[config.mk]
export PLATFORM = sky130hd
export DESIGN_NAME = fetch_ctrl
export DESIGN_NICKNAME = d
export VERILOG_FILES = /design/src/rtl/fetch_ctrl.sv
export SDC_FILE = /design/constraint.sdc
export NUM_CORES = 1
export LEC_CHECK = 0
export CAP_MARGIN = 20
export CORE_MARGIN = 5
export CORE_UTILIZATION = 42
export DETAILED_ROUTE_END_ITERATION = 7
export GPL_ROUTABILITY_DRIVEN = 1
export PLACE_DENSITY_LB_ADDON = 0.25
export SYNTH_ARGS = -nofsm -noshare
export SYNTH_HDL_FRONTEND = slang
export SYNTH_SLANG_ARGS = --single-unit
export TNS_END_PERCENT = 30
[constraint.sdc]
create_clock -name clk -period 1.6 [get_ports clk]
set_input_delay 0.16 -clock clk [delete_from_list [all_inputs] [get_ports clk]]
set_output_delay 0.16 -clock clk [all_outputs]
set_load 0.01 [all_outputs]
[src/rtl/fetch_ctrl.sv]
// Next-PC / fetch-enable sequencer: merges PC+4, decode redirects, stall and halt; npc and ifu_en are combinational (0 added cycles).
// Backpressure: stall/halt freeze fetch (npc holds pc_in); a redirect seen while frozen is held and delivered on the first enabled cycle.
module fetch_ctrl #(
  parameter logic [31:0] RESET_PC   = 32'h0000_3000,
  parameter int          IMEM_WORDS = 4096,
  parameter int          CNT_W      = 16
) (
  input  logic             clk,
  input  logic             reset,
  input  logic [31:0]      pc_in,
  input  logic             stall,
  input  logic             redir_valid,
  input  logic [31:0]      redir_target,
  input  logic             halt_req,
  input  logic             resume,
  output logic [31:0]      npc,
  output logic             ifu_en,
  output logic             redir_pending,
  output logic [1:0]       state,
  output logic             addr_err,
  output logic [CNT_W-1:0] stall_cnt
);

  typedef enum logic [1:0] {
    RUN  = 2'd0,
    HALT = 2'd1,
    ERR  = 2'd2
  } state_t;

  // One past the last legal byte address; 33 bits so the bound cannot wrap.
  localparam logic [32:0] WIN_END = {1'b0, RESET_PC} + 33'(4 * IMEM_WORDS);

  state_t      state_q;
  state_t      state_d;
  logic        pend_v;
  logic [31:0] pend_tgt;
  logic        en_raw;
  logic        del;
  logic        bad;
  logic [31:0] tgt;

  always_comb begin
    en_raw = (state_q == RUN) & ~stall & ~halt_req;
    tgt    = redir_valid ? redir_target : pend_tgt;
    del    = en_raw & (redir_valid | pend_v);
    bad    = del & ((tgt[1:0] != 2'b00) | (tgt < RESET_PC) | ({1'b0, tgt} >= WIN_END));
    ifu_en = 1'b0;
    npc    = RESET_PC;
    if (reset) begin
      ifu_en = en_raw & ~bad;
      if (del)
        npc = tgt;
      else if (en_raw)
        npc = pc_in + 32'd4;
      else
        npc = pc_in;
    end
  end

  always_comb begin
    state_d = state_q;
    unique case (state_q)
      RUN: begin
        if (halt_req)
          state_d = HALT;
        else if (bad)
          state_d = ERR;
      end
      HALT: begin
        if (resume && !halt_req)
          state_d = RUN;
      end
      ERR:     state_d = ERR;
      default: state_d = RUN;
    endcase
  end

  always_ff @(posedge clk or negedge reset) begin
    if (!reset) begin
      state_q   <= RUN;
      pend_v    <= 1'b0;
      pend_tgt  <= RESET_PC;
      addr_err  <= 1'b0;
      stall_cnt <= '0;
    end else begin
      state_q <= state_d;
      if (bad)
        addr_err <= 1'b1;
      // Latch and clear are exclusive: delivery needs en_raw, latching needs ~en_raw.
      if (state_q != ERR) begin
        if (redir_valid && !en_raw) begin
          pend_v   <= 1'b1;
          pend_tgt <= redir_target;
        end else if (del && !bad) begin
          pend_v <= 1'b0;
        end
      end
      if (state_q == RUN && stall && stall_cnt != {CNT_W{1'b1}})
        stall_cnt <= stall_cnt + 1'b1;
    end
  end

  assign redir_pending = pend_v;
  assign state         = state_q;

endmodule

==> run_results.csv, run 1 <==
group,metric,value,unit
status,outcome,"complete, but fails checks",
status,violations,"setup timing",
worst_setup_path,path_class,"flip-flop to primary output",
route,dr.first_iter.drc_count,144,
cells_and_area,multi_input_area,0.00285,mm2
global_routing,antenna_found_initial,0,
floorplanning,die_h,104,um
clock_tree,cts_sinks,52,
worst_setup_path,critical_path.max_fanout,6,
yosys,synth_area,0.00374,mm2
yosys,synth-edff-count,0,
hold_path,hold_path_class,"input port to asynchronous set/reset pin",
placement,place_inst,736,
pwr,power,4.33,mW
worst_setup_path,cp_slowest_cell,"dfrtp_2",
placement,dp_hpwl,9840,um
route,post_drt_wl_per_cell,19.7,um
worst_setup_path,startpoint_type,"flip-flop",
run,cap_violations,0,
clock_tree,clock_path_buffers,2,
worst_setup_path,critPathCaptureType,"primary output",
placement,pre_cts_slack,-0.994,ns
global_routing,grt_usage,25.0,%
cells_and_area,drive_above_1_share,53.2,%
yosys,yosysUniqueCellTypes,47,
cells_and_area,layout.nets,733,
route,vias,4274,
yosys,post-synth-top-area-cell,"dfrtp_1",
sta,grt_setup_unrepaired,"yes",
cells_and_area,n_fill_cell,503,
placement,placed_area,0.00627,mm2
global_routing,grt_pass1_vias,4529,
sta,setup_viol,82,
route,ant_nets,0,
yosys,synth.top_cell.area_share,33.4,%
clock_tree,cts_root_buf,"clkbuf_8",
yosys,synth.most_common_cell,"mux2_2",
worst_setup_path,cp.arrival,2.37,ns
route,routed_via_density,5.55,
global_routing,globalRouteOverflowTotal,0,
sta,finalHoldViolations,0,
sta,worst_pin_slew,0.631,ns
yosys,yosys-top-cells-count,"mux2_2 (52), dfrtp_1 (50), xnor2_1 (34)",
cells_and_area,final_area,0.00696,mm2
placement,numPortBuffers,122,
global_routing,grt_pass1_wl,22700,um
pwr,ir_drop,477,uV
yosys,synth-seq-cells,52,
sta,period_minus_slack,2.53,ns
route,wl,15100,um
sta,final_max_slew_viol_count,0,
sta,tns,-31.81,ns
global_routing,grt_max_degree,24,
worst_setup_path,path_cells,"nor4_4 > nand4_1 > buf_6 > o31a_1 > nor3_2 > o21ai_1 > buf_2",
route,first_pass_iters,4,
cells_and_area,utilization,79.8,%
clock_tree,clkTransAtPathRegs,0.11,ns
yosys,syn_inst,385,
yosys,synth.top_cells.by_area,"dfrtp_1 (33%), mux2_2 (16%), xnor2_1 (8.0%)",
sta,finClkSkew,0.00586,ns
yosys,synthFlopType,"dfrtp_1",
yosys,ys_seq_area_share,34.8,%
sta,setup_ws,-0.932,ns
clock_tree,cts_buffers,5,
worst_setup_path,crit_start,"state[1]",
cells_and_area,ff_latch_area,0.00131,mm2
clock_tree,cts_tree,"built",
cells_and_area,fin_cells,770,
yosys,yosysWarnings,0,
floorplanning,die_width,104,um
floorplanning,rows,34,
worst_setup_path,cp.required,1.44,ns
sta,min_period_over_period,158,%
cells_and_area,area.growth.synth_to_final,85.9,%
clock_tree,cts_max_level,2,
pwr,power_density,622,mW/mm2
sta,slew_headroom,57.9,%
clock_tree,clk-insertion-delay-late,0.32,ns
sta,fmax,0.395,GHz
worst_setup_path,r2r-start,"state[1]",
worst_setup_path,crit_path_max_incr_delay,0.44,ns
route,drc,0,
pwr,p_leak,3.12,nW
yosys,async_flop_share,100,%
floorplanning,die_area,0.0109,mm2
sta,holdWs,0.213,ns
cells_and_area,antenna_cells,0,
yosys,synth.avg_cell_area,9.73,um2
placement,place_congestion,0.901,
floorplanning,core,0.00872,mm2
floorplanning,ios,123,
yosys,synth_fp_nets,457,
floorplanning,start_util,42.9,%
cell type report:
class | instances | share of cell area, %
multi-input cells | 307 | 41.0
repair buffers | 288 | 36.6
flip-flops and latches | 52 | 18.7
well taps | 108 | 1.94
clock buffers | 5 | 0.988
clock inverters | 3 | 0.413
inverters | 7 | 0.377
sequential cells by signal, indices dropped and copies added (netlist names):
register	count
redir_pending	1
stall_cnt	16
addr_err	1
pend_tgt	32
state	2
metal layers:
| layer | global-route usage [%] | routed length, um | vias up |
|---|---|---|---|
| met5 | 0 | 0 | - |
| met4 | 7.31 | 480 | 0 |
| met3 | 5.59 | 975 | 44 |
| met2 | 44.7 | 7920 | 169 |
| met1 | 29.8 | 5770 | 2089 |
| li1 | - | - | 1972 |
power by group:
group | total, mW | internal (mW) | switching (mW)
registers | 1.63 | 1.50 | 0.135
clock network | 0.849 | 0.332 | 0.517
logic | 1.85 | 1.05 | 0.800
total | 4.33 | 2.88 | 1.45
final timing paths:
kind,to,slack (ns),cells past startpoint
worst max-delay path,npc[13],-0.93,7
worst min-delay path,pend_tgt[2],0.21,3
worst max register to register,state[1],-0.36,10
worst min register to register,pend_tgt[10],0.52,1
max in group asynchronous,pend_tgt[12],0.68,4
min in group clk,state[0],0.47,4
critical path, delay by kind of cell, from the launching register on:
family,cells,cell delay (ns)
AOI/OAI and AO/OA,2,0.41
DFF,1,0.44
and+or+nand+nor,3,0.79
buffers and inverters,2,0.41
cells by family (layout without fill, tap and decap cells):
family,count (synthesis),in the layout,synth area share [%]
compound gates,63,63,10.3
simple gates,138,138,22.8
fa+ha+maj,2,2,0.668
mux,62,62,18.3
buf+inv,26,303,3.27
xor+xnor,42,42,9.82
flops,52,52,34.8
repair_timing:
action | CTS | global route
endpoints found under the hold margin | 24 | 0
endpoints found under the setup margin | 82 | 84
pin swaps | 35 | 38
hold buffers | 4 | 0
gates cloned | 4 | 0
gates resized for setup | 222 | 39
buffers inserted | 16 | 5
layout by cell type (no fill, tap or decap), drive strengths merged, types with 2 or more instances in the layout:
| cell | instances |
|---|---|
| clkdlybuf4s50 | 84 |
| nor2 | 18 |
| xor2 | 8 |
| dlygate4sd3 | 3 |
| ha | 2 |
| a21boi | 3 |
| xnor2 | 34 |
| nor2b | 2 |
| and4 | 7 |
| mux2 | 52 |
| nand2 | 33 |
| clkbuf | 6 |
| o211ai | 4 |
| nor4 | 20 |
| and3b | 2 |
| a21oi | 20 |
| dfstp | 2 |
| buf | 195 |
| and3 | 6 |
| nand3 | 15 |
| dlygate4sd2 | 2 |
| mux2i | 10 |
| nor3 | 12 |
| o211a | 6 |
| nand2b | 2 |
| inv | 10 |
| and2 | 4 |
| nand4 | 14 |
| o21ai | 23 |
| dfrtp | 50 |
No activity file was read; power rests on OpenSTA's default activity.
==> run 2, diff against run 1 <==
--- a/config.mk
+++ b/config.mk
@@ -5,11 +5,12 @@
 export SDC_FILE = /design/constraint.sdc
 export NUM_CORES = 1
 export LEC_CHECK = 0
-export CAP_MARGIN = 20
+export CAP_MARGIN = 0
 export CORE_MARGIN = 5
 export CORE_UTILIZATION = 42
 export DETAILED_ROUTE_END_ITERATION = 7
 export GPL_ROUTABILITY_DRIVEN = 1
+export GPL_TIMING_DRIVEN = 0
 export PLACE_DENSITY_LB_ADDON = 0.25
 export SYNTH_ARGS = -nofsm -noshare
 export SYNTH_HDL_FRONTEND = slang
==> run 2 against run 1 <==
  * The flow still finishes with violations (setup timing)
  * Clock power decreased by 10%
  * Sequential share of layout area increased by 2.7 points
  * Core utilization decreased by 9.6 points
  * Global-route usage decreased by 2.9 points
  * Sequential power increased by 3%
  * Sequential cell count unchanged
  * Clock skew increased by 0.0014 ns
  * Register-to-register slack improved by 0.16 ns
  * Routed wire length decreased by 16%
  * Setup slack improved by 0.053 ns
  * Highest routed layer unchanged
==> run_results.csv, run 2 (synthesis results as in run 1) <==
group,metric,value,unit
clock_tree,cts_max_level,2,
global_routing,grt_max_degree,35,
pwr,power,3.81,mW
sta,final_max_slew_viol_count,0,
status,outcome,"complete, but fails checks",
pwr,switching_share,32.8,%
pwr,power_density,622,mW/mm2
pwr,p_int,2.56,mW
worst_setup_path,cp.arrival,2.32,ns
floorplanning,ios,123,
clock_tree,cts_root_buf,"clkbuf_8",
hold_path,hold_path_class,"input port to asynchronous set/reset pin",
cells_and_area,final_common_cell,"clkdlybuf4s50_1",
sta,slew_headroom,51.2,%
pwr,ir_drop,445,uV
worst_setup_path,critPathCaptureType,"primary output",
pwr,clock_power_share,20.1,%
pwr,p_leak,2.59,nW
cells_and_area,final_cell_mix,"clkdlybuf4s50_1 (81), mux2_2 (49), dfrtp_1 (41)",
clock_tree,cts_buffers,5,
route,dr.first_iter.drc_count,143,
placement,dp_hpwl,8760,um
sta,fmax,0.403,GHz
clock_tree,clock_path_buffers,2,
cells_and_area,layout.nets,623,
clock_tree,clk-insertion-delay-late,0.31,ns
placement,place_congestion,0.818,
status,violations,"setup timing",
pwr,combPwrFrac,35.8,%
sta,setup_ws,-0.879,ns
global_routing,globalRouteOverflowTotal,0,
sta,worst_pin_slew,0.730,ns
floorplanning,start_util,42.9,%
global_routing,grt_pass1_vias,3885,
worst_setup_path,critical_path.max_fanout,5,
pwr,power_switching,1.25,mW
cells_and_area,drive_above_1_share,44.9,%
sta,period_minus_slack,2.48,ns
cells_and_area,fin_cells,660,
worst_setup_path,path_class,"input port to primary output",
sta,grt_setup_unrepaired,"yes",
floorplanning,rows,34,
global_routing,antenna_found_initial,0,
cells_and_area,area.growth.synth_to_final,63.5,%
clock_tree,cts_sinks,52,
floorplanning,die_area,0.0109,mm2
route,drc,0,
placement,numPortBuffers,122,
route,ant_nets,0,
route,vias,3688,
global_routing,grt_usage,22.2,%
clock_tree,cts_tree,"built",
sta,finalHoldViolations,0,
global_routing,grt_pass1_wl,19900,um
cells_and_area,antenna_cells,0,
floorplanning,core,0.00872,mm2
cells_and_area,regMostFlops,"pend_tgt",
run,cap_violations,0,
worst_setup_path,startpoint_type,"input port",
worst_setup_path,cp.required,1.44,ns
clock_tree,clkTransAtPathRegs,0.09,ns
route,post_drt_wl_per_cell,19.2,um
route,routed_via_density,5.59,
route,first_pass_iters,4,
cells_and_area,largest_reg_flops,32,
sta,min_period_over_period,155,%
floorplanning,die_h,104,um
floorplanning,die_width,104,um
route,wl,12700,um
sta,finClkSkew,0.00726,ns
sta,setup_viol,76,
placement,place_inst,616,
pwr,p_seq_share,44.1,%
-- run 2: cell types whose count changed in the layout (fill, tap and decap cells not counted), moves of 5 or more --
cell / previous run / this run
buf_4: 133 / 26
dfrtp_1: 49 / 41
dfrtp_2: 1 / 9
o21ai_2: 10 / 2
o21ai_0: 3 / 10
buf_2: 32 / 27
dlygate4sd2_1: 2 / 7
-- run 2: metal layers --
layer | GRT usage, % | share of wire (%)
met1 | 28.2 | 41
met2 | 38.2 | 51
met3 | 5.15 | 5.8
met4 | 4.72 | 1.9
met5 | 0 | 0
-- run 2: what timing repair did --
item,in CTS,in global routing
endpoints found under the hold margin,16,0
gates resized for setup,230,59
buffers inserted,24,10
setup endpoints to repair,78,82
pin swaps,34,42
cloned,2,0
hold buffers,2,0
-- run 2: layout make-up --
class                      instances  area [um2]
sequential                        52        1320
tap                              108         135
multi-input combinational        307        2900
clock inverter                     3        23.8
timing repair buffer             159        1440
buffer                            19         220
inverter                           7        26.3
clock buffer                       5        68.8
fill                             628        2600
-- run 2: through the flow --
step | area [um2] | setup slack, ns | setup TNS (ns) | hold slack (ns) | util [%]
final | 6120 | -0.879 | -27.70 | 0.0288 | 70.2
after global routing | 6120 | -1.00 | -34.93 | 0.0224 | 70.2
after CTS | 5850 | -0.841 | -24.26 | 0.0292 | 67.1
after detailed placement | 5240 | -1.34 | -64.43 | 0.129 | 60.1
after global placement | 5230 | -2.47 | -167.30 | 0.480 | 59.9
after floorplan | 3870 | -0.114 | -2.54 | -0.136 | -
-- run 2: worst paths after layout --
| check | depth (start not counted) | slack [ns] | startpoint | end |
|---|---|---|---|---|
| max | 9 | -0.88 | stall | npc[13] |
| min | 2 | 0.03 | reset | pend_tgt[13] |
| max reg2reg | 5 | -0.20 | stall_cnt[4] | stall_cnt[4] |
| min reg2reg | 1 | 0.51 | addr_err | addr_err |
| max in group asynchronous | 2 | 0.56 | reset | pend_tgt[27] |
| min in group clk | 2 | 0.49 | redir_target[5] | pend_tgt[5] |
-- run 2: critical path, cell delays in order --
cell and delay (ns):
clkdlybuf4s50_1 0.54, nor4_4 0.45, nand4_1 0.23, buf_6 0.19, buf_12 0.14, nor4_4 0.16, nor3_2 0.08, o21ai_1 0.19
buf_2 0.17
-- run 2: power by group through the flow --
stage / clock (mW) / sequential [mW] / combinational [mW]
after floorplan: 0 / 1.68 / 0.563
after global placement: 0 / 1.68 / 1.19
after detailed placement: 0 / 1.69 / 1.21
after CTS: 0.778 / 1.67 / 1.29
after global routing: 0.842 / 1.71 / 1.47
final: 0.764 / 1.68 / 1.36
